**config.mk**
```make
export PLATFORM = sky130hd
export DESIGN_NAME = multi_song_reader
export DESIGN_NICKNAME = d
export VERILOG_FILES = /design/src/rtl/song_pkg.sv /design/src/rtl/dffr.sv /design/src/rtl/duration_scaler.sv /design/src/rtl/multi_song_reader.sv
export SDC_FILE = /design/constraint.sdc
export NUM_CORES = 1
export LEC_CHECK = 0
export CAP_MARGIN = 0
export CORE_ASPECT_RATIO = 0.6
export CORE_UTILIZATION = 46
export CTS_CLUSTER_DIAMETER = 40
export DETAILED_ROUTE_END_ITERATION = 6
export PLACE_DENSITY_LB_ADDON = 0.05
export SLEW_MARGIN = 40
export SYNTH_ARGS = -nofsm -noshare
export SYNTH_HDL_FRONTEND = slang
export SYNTH_SLANG_ARGS = --single-unit
```
**constraint.sdc**
```tcl
create_clock -name clk -period 4.33 [get_ports clk]
set_input_delay 1.0825 -clock clk [delete_from_list [all_inputs] [get_ports clk]]
set_output_delay 1.0825 -clock clk [all_outputs]
set_load 0.01 [all_outputs]
```
**src/rtl/song_pkg.sv**
```systemverilog
// Shared definitions for the multi-song ROM reader: reader state encoding
// and the default field widths used by the top level.
package song_pkg;

  localparam int DEF_SONG_BITS      = 2;
  localparam int DEF_ADDR_BITS      = 5;
  localparam int DEF_NOTE_WIDTH     = 6;
  localparam int DEF_DURATION_WIDTH = 6;

  // PAUSED must stay at 0: the state flop clears to all-zero on reset.
  typedef enum logic [2:0] {
    PAUSED  = 3'd0,
    FETCH   = 3'd1,
    LATCH   = 3'd2,
    WAIT    = 3'd3,
    ADVANCE = 3'd4
  } state_t;

endpackage

```
**src/rtl/dffr.sv**
```systemverilog
// Generic register with synchronous active-high clear; the only storage
// primitive used by the song reader.
module dffr #(
  parameter int WIDTH = 1
) (
  input  logic             clk,
  input  logic             i_rst,
  input  logic [WIDTH-1:0] i_d,
  output logic [WIDTH-1:0] o_q
);

  // NOTE: non-blocking so every flop samples pre-edge values, whatever the block order.
  always_ff @(posedge clk) begin
    if (i_rst) o_q <= '0;
    else       o_q <= i_d;
  end

endmodule

```
**src/rtl/duration_scaler.sv**
```systemverilog
// Halves a note duration in fast-forward/rewind so skimming plays faster,
// never turning an audible (non-zero) duration into silence.
module duration_scaler #(
  parameter int DURATION_WIDTH = 6
) (
  input  logic                      i_halve,
  input  logic [DURATION_WIDTH-1:0] i_duration,
  output logic [DURATION_WIDTH-1:0] o_duration
);

  logic [DURATION_WIDTH-1:0] w_half;

  assign w_half = i_duration >> 1;

  always_comb begin
    o_duration = i_duration;
    if (i_halve && (i_duration != '0))
      o_duration = (w_half == '0) ? DURATION_WIDTH'(1) : w_half;
  end

endmodule

```
**src/rtl/multi_song_reader.sv**
```systemverilog
// Walks the note table of the selected song, one entry per note_done,
// presenting each {note, duration} to the note player with a new_note pulse.
module multi_song_reader
  import song_pkg::*;
#(
  parameter int SONG_BITS      = DEF_SONG_BITS,
  parameter int ADDR_BITS      = DEF_ADDR_BITS,
  parameter int NOTE_WIDTH     = DEF_NOTE_WIDTH,
  parameter int DURATION_WIDTH = DEF_DURATION_WIDTH
) (
  input  logic                                 clk,
  input  logic                                 reset,
  input  logic                                 play,
  input  logic [SONG_BITS-1:0]                 song,
  input  logic                                 note_done,
  input  logic                                 ff,
  input  logic                                 rewind,
  input  logic                                 loop,
  output logic [SONG_BITS+ADDR_BITS-1:0]       rom_addr,
  input  logic [NOTE_WIDTH+DURATION_WIDTH-1:0] rom_data,
  output logic [NOTE_WIDTH-1:0]                note,
  output logic [DURATION_WIDTH-1:0]            duration,
  output logic                                 new_note,
  output logic                                 song_done,
  output logic [ADDR_BITS-1:0]                 index
);

  logic [2:0]                r_state;
  state_t                    w_state;
  state_t                    w_state_nxt;
  logic [SONG_BITS-1:0]      r_song_q;
  logic [ADDR_BITS-1:0]      r_index;
  logic [ADDR_BITS-1:0]      w_index_nxt;
  logic [NOTE_WIDTH-1:0]     r_note;
  logic [NOTE_WIDTH-1:0]     w_note_nxt;
  logic [DURATION_WIDTH-1:0] r_duration;
  logic [DURATION_WIDTH-1:0] w_duration_nxt;
  logic                      r_new_note;
  logic                      w_new_note_nxt;
  logic                      r_song_done;
  logic                      w_song_done_nxt;

  logic [NOTE_WIDTH-1:0]     w_rom_note;
  logic [DURATION_WIDTH-1:0] w_rom_duration;
  logic [DURATION_WIDTH-1:0] w_scaled_duration;
  logic                      w_rom_zero_entry;
  logic                      w_latched_zero_entry;
  logic                      w_song_change;
  logic                      w_end_of_song;

  assign w_state = state_t'(r_state);

  assign w_rom_note     = rom_data[NOTE_WIDTH+DURATION_WIDTH-1:DURATION_WIDTH];
  assign w_rom_duration = rom_data[DURATION_WIDTH-1:0];

  duration_scaler #(
    .DURATION_WIDTH (DURATION_WIDTH)
  ) u_duration_scaler (
    .i_halve    (ff | rewind),
    .i_duration (w_rom_duration),
    .o_duration (w_scaled_duration)
  );

  assign w_song_change        = (song != r_song_q);
  assign w_rom_zero_entry     = (w_rom_note == '0) && (w_rom_duration == '0);
  // Scaling keeps non-zero durations non-zero, so the latched pair still marks a terminator.
  assign w_latched_zero_entry = (r_note == '0) && (r_duration == '0);
  assign w_end_of_song        = (rewind ? (r_index == '0) : (&r_index)) || w_latched_zero_entry;

  // NOTE: defaults first so no branch leaves a signal unassigned (no latch inferred).
  always_comb begin
    w_state_nxt     = w_state;
    w_index_nxt     = r_index;
    w_note_nxt      = r_note;
    w_duration_nxt  = r_duration;
    w_new_note_nxt  = 1'b0;
    w_song_done_nxt = 1'b0;

    if (w_song_change) begin
      w_state_nxt = PAUSED;
      w_index_nxt = '0;
    end else if (!play) begin
      w_state_nxt = PAUSED;
    end else begin
      case (w_state)
        PAUSED: w_state_nxt = FETCH;
        FETCH:  w_state_nxt = LATCH;
        LATCH: begin
          w_note_nxt     = w_rom_note;
          w_duration_nxt = w_scaled_duration;
          if (w_rom_zero_entry) begin
            w_state_nxt = ADVANCE;
          end else begin
            w_state_nxt    = WAIT;
            w_new_note_nxt = 1'b1;
          end
        end
        WAIT: begin
          if (note_done) w_state_nxt = ADVANCE;
        end
        ADVANCE: begin
          if (w_end_of_song) begin
            w_index_nxt     = '0;
            w_song_done_nxt = 1'b1;
            w_state_nxt     = loop ? FETCH : PAUSED;
          end else begin
            w_index_nxt = rewind ? (r_index - 1'b1) : (r_index + 1'b1);
            w_state_nxt = FETCH;
          end
        end
        default: w_state_nxt = PAUSED;
      endcase
    end
  end

  dffr #(.WIDTH(3)) u_state (
    .clk (clk), .i_rst (reset), .i_d (w_state_nxt), .o_q (r_state)
  );

  dffr #(.WIDTH(ADDR_BITS)) u_index (
    .clk (clk), .i_rst (reset), .i_d (w_index_nxt), .o_q (r_index)
  );

  // Never cleared: reloading from song on every edge gives song_q=song during reset too.
  dffr #(.WIDTH(SONG_BITS)) u_song_q (
    .clk (clk), .i_rst (1'b0), .i_d (song), .o_q (r_song_q)
  );

  dffr #(.WIDTH(NOTE_WIDTH)) u_note (
    .clk (clk), .i_rst (reset), .i_d (w_note_nxt), .o_q (r_note)
  );

  dffr #(.WIDTH(DURATION_WIDTH)) u_duration (
    .clk (clk), .i_rst (reset), .i_d (w_duration_nxt), .o_q (r_duration)
  );

  dffr #(.WIDTH(1)) u_new_note (
    .clk (clk), .i_rst (reset), .i_d (w_new_note_nxt), .o_q (r_new_note)
  );

  dffr #(.WIDTH(1)) u_song_done (
    .clk (clk), .i_rst (reset), .i_d (w_song_done_nxt), .o_q (r_song_done)
  );

  assign rom_addr  = {r_song_q, r_index};
  assign note      = r_note;
  assign duration  = r_duration;
  assign new_note  = r_new_note;
  assign song_done = r_song_done;
  assign index     = r_index;

endmodule

```
==> results.json <==
{
  "status": "finished clean",
  "path_max_fanout": 14,
  "grt_first_pass_wirelength_um": 4629,
  "p_per_area_nw_per_um2": 268.2,
  "avgRoutedWirePerCell_um": 13.65,
  "via_count": 1137,
  "clk_path_buf_depth": 2,
  "vias_per_cell": 5.440,
  "cts_setup_buffers": 0,
  "ir_drop_v": 0.0002068,
  "hpwlAfterDp_um": 2196,
  "track_usage_pct": 21.58,
  "synth-seq-area-share_pct": 39.02,
  "rsz0062_at_grt": "false",
  "yosys_most_used_dff": "dfxtp_1",
  "nets": 203,
  "drc": 0,
  "finClkSkew_ns": 0.001941,
  "layout-drive-gt1-share_pct": 5.085,
  "initial_core_util_pct": 48.81,
  "syn_avg_cell_area_um2": 8.987,
  "ant_nets": 0,
  "dieWidth_um": 68.79,
  "fin_setup_tns_ns": 0,
  "detail_route.first_pass.iterations": 4,
  "synthArstFlopShare_pct": 0,
  "cts_resized": 0,
  "grt_pass1_vias": 982,
  "finalCritPeriodShare_pct": 68.17,
  "period_needed_ns": 2.952,
  "clock_sinks": 24,
  "rows": 14,
  "synthCells": 137,
  "yosys_warnings": 0,
  "fp.coreArea_um2": 2522,
  "syn2layout_area_growth_pct": 40.45,
  "cts_htree_levels": 1,
  "die_h_um": 42.08,
  "slew_headroom_pct": 45.63,
  "power_uw": 463.7,
  "worst_pin_slew_ns": 0.8129,
  "cts_made_buffers": 3,
  "yosysMostFrequentCell": "dfxtp_1",
  "synth_edf_count": 0,
  "drt-total-wl_um": 2852,
  "antenna_cells": 0,
  "cts_tree": "yes",
  "end_kind": "register",
  "p_leak_nw": 0.5693,
  "ctsRootBufferMaster": "clkbuf_8",
  "max-cap-violations": 0,
  "hp-class": "reg2reg",
  "grt_max_degree": 19,
  "final_max_slew_viol_count": 0,
  "antenna_found_initial": 0,
  "drt-initial-drc-count": 59,
  "criticalPathCategory": "in2reg",
  "ys_seq_elements": 24,
  "dieArea_um2": 2894,
  "io_buffers": 46,
  "yosysTopAreaCellShare_pct": 39.02,
  "yosysUniqueCellTypes": 35,
  "hold_buffers": 0,
  "setup_viol": 0,
  "syn-num-nets": 162,
  "overflow": 0,
  "startpoint_type": "input pin",
  "synth_common_cells": "24 x dfxtp_1, 17 x nor2_1, 12 x nand2_1",
  "netlist_area_um2": 1231,
  "synth_top_area_cell": "dfxtp_1",
  "required_ns": 4.49,
  "place_congestion": 0.9312,
  "max_freq_ghz": 0.3388,
  "cp.arrival_ns": 3.11,
  "clk_latency_ns": 0.26,
  "clk_pin_slew_ns": 0.08,
  "synth_area_leaders": "dfxtp_1 39%, mux2i_1 6.5%, nor2_1 5.2%",
  "ios": 47,
  "hold_viol_final": 0
}
==> kinds of logic after synthesis <==
kind of cell             count (synthesis)  synth area share, %
AO/OA/AOI/OAI                           24                14.02
adder cells (fa/ha/maj)                  4                4.675
flip-flops                              24                39.02
buffers and inverters                   15                7.520
AND/OR/NAND/NOR                         57                24.69
XOR/XNOR                                 5                3.558
multiplexers                             8                6.504
==> area by class of cell <==
type                    count  area, um2
repair buffers             46      460.4
clock inverters             1      30.03
flip-flops and latches     24      480.5
multi-input cells          98      658.1
inverters                   5      18.77
well taps                  32      40.04
clock buffers               3      41.29
fillers                   205      793.3
==> path summary, 6_finish.rpt <==
path,from,end,slack [ns],cells past startpoint
worst max-delay path,rewind,u_index.o_q[4],1.38,8
worst min register to register,u_state.o_q[2],u_state.o_q[1],0.49,1
worst min-delay path,u_state.o_q[2],u_state.o_q[1],0.49,1
worst max register to register,u_song_q.o_q[1],u_duration.o_q[3],2.56,5
==> report_power, final <==
| part | switching [mW] | leakage (nW) | internal (mW) | total (mW) |
|---|---|---|---|---|
| clock network | 0.0705 | 0.0357 | 0.124 | 0.194 |
| logic | 0.0210 | 0.340 | 0.0250 | 0.0461 |
| registers | 0.00161 | 0.194 | 0.222 | 0.224 |
==> cells in the final DEF, fill, tap and decap left out, drive strengths merged, types with 3 or more instances in the layout <==
master	instances
clkbuf	3
nand2	12
dfxtp	24
inv	5
nor2	17
ha	3
nand3	3
clkdlybuf4s50	46
o21ai	5
a311oi	5
or3	4
nor4	7
a21oi	8
nor3	5
mux2i	8
xnor2	3
==> stage by stage <==
| stage | cells | cell area [um2] | utilization [%] | setup slack (ns) | hold slack, ns |
|---|---|---|---|---|---|
| after floorplan | 137 | 1231 | - | 1.864 | 0.4365 |
| after global placement | 205 | 1658 | 65.72 | 1.166 | 0.4655 |
| after detailed placement | 205 | 1658 | 65.72 | 1.113 | 0.4735 |
| after CTS | 209 | 1729 | 68.55 | 1.395 | 0.4851 |
| after global routing | 209 | 1729 | 68.55 | 1.201 | 0.5117 |
| final | 209 | 1729 | 68.55 | 1.378 | 0.4950 |
==> routing by layer <==
metal	up-vias	track usage (%)	part of all wire (%)
met5	-	0	0
met4	0	5.714	0.56
met3	2	6.522	7.5
met2	46	26.86	38
met1	524	34.75	53
li1	565	-	-
==> flip-flops by register name (all words and copies together) (netlist names) <==
name,count
u_note.o_q,6
u_new_note.o_q,1
u_song_done.o_q,1
u_song_q.o_q,2
u_duration.o_q,6
u_state.o_q,3
u_index.o_q,5
==> worst max-delay path, stage by stage <==
cell             delay [ns]
clkdlybuf4s50_1        0.78
inv_1                  0.13
fa_1                   0.46
nand2b_1               0.15
a21oi_1                0.15
xnor2_1                0.15
nor3_1                 0.07
o2bb2ai_1              0.13
Note: power is estimated with default switching activity, not from simulation.
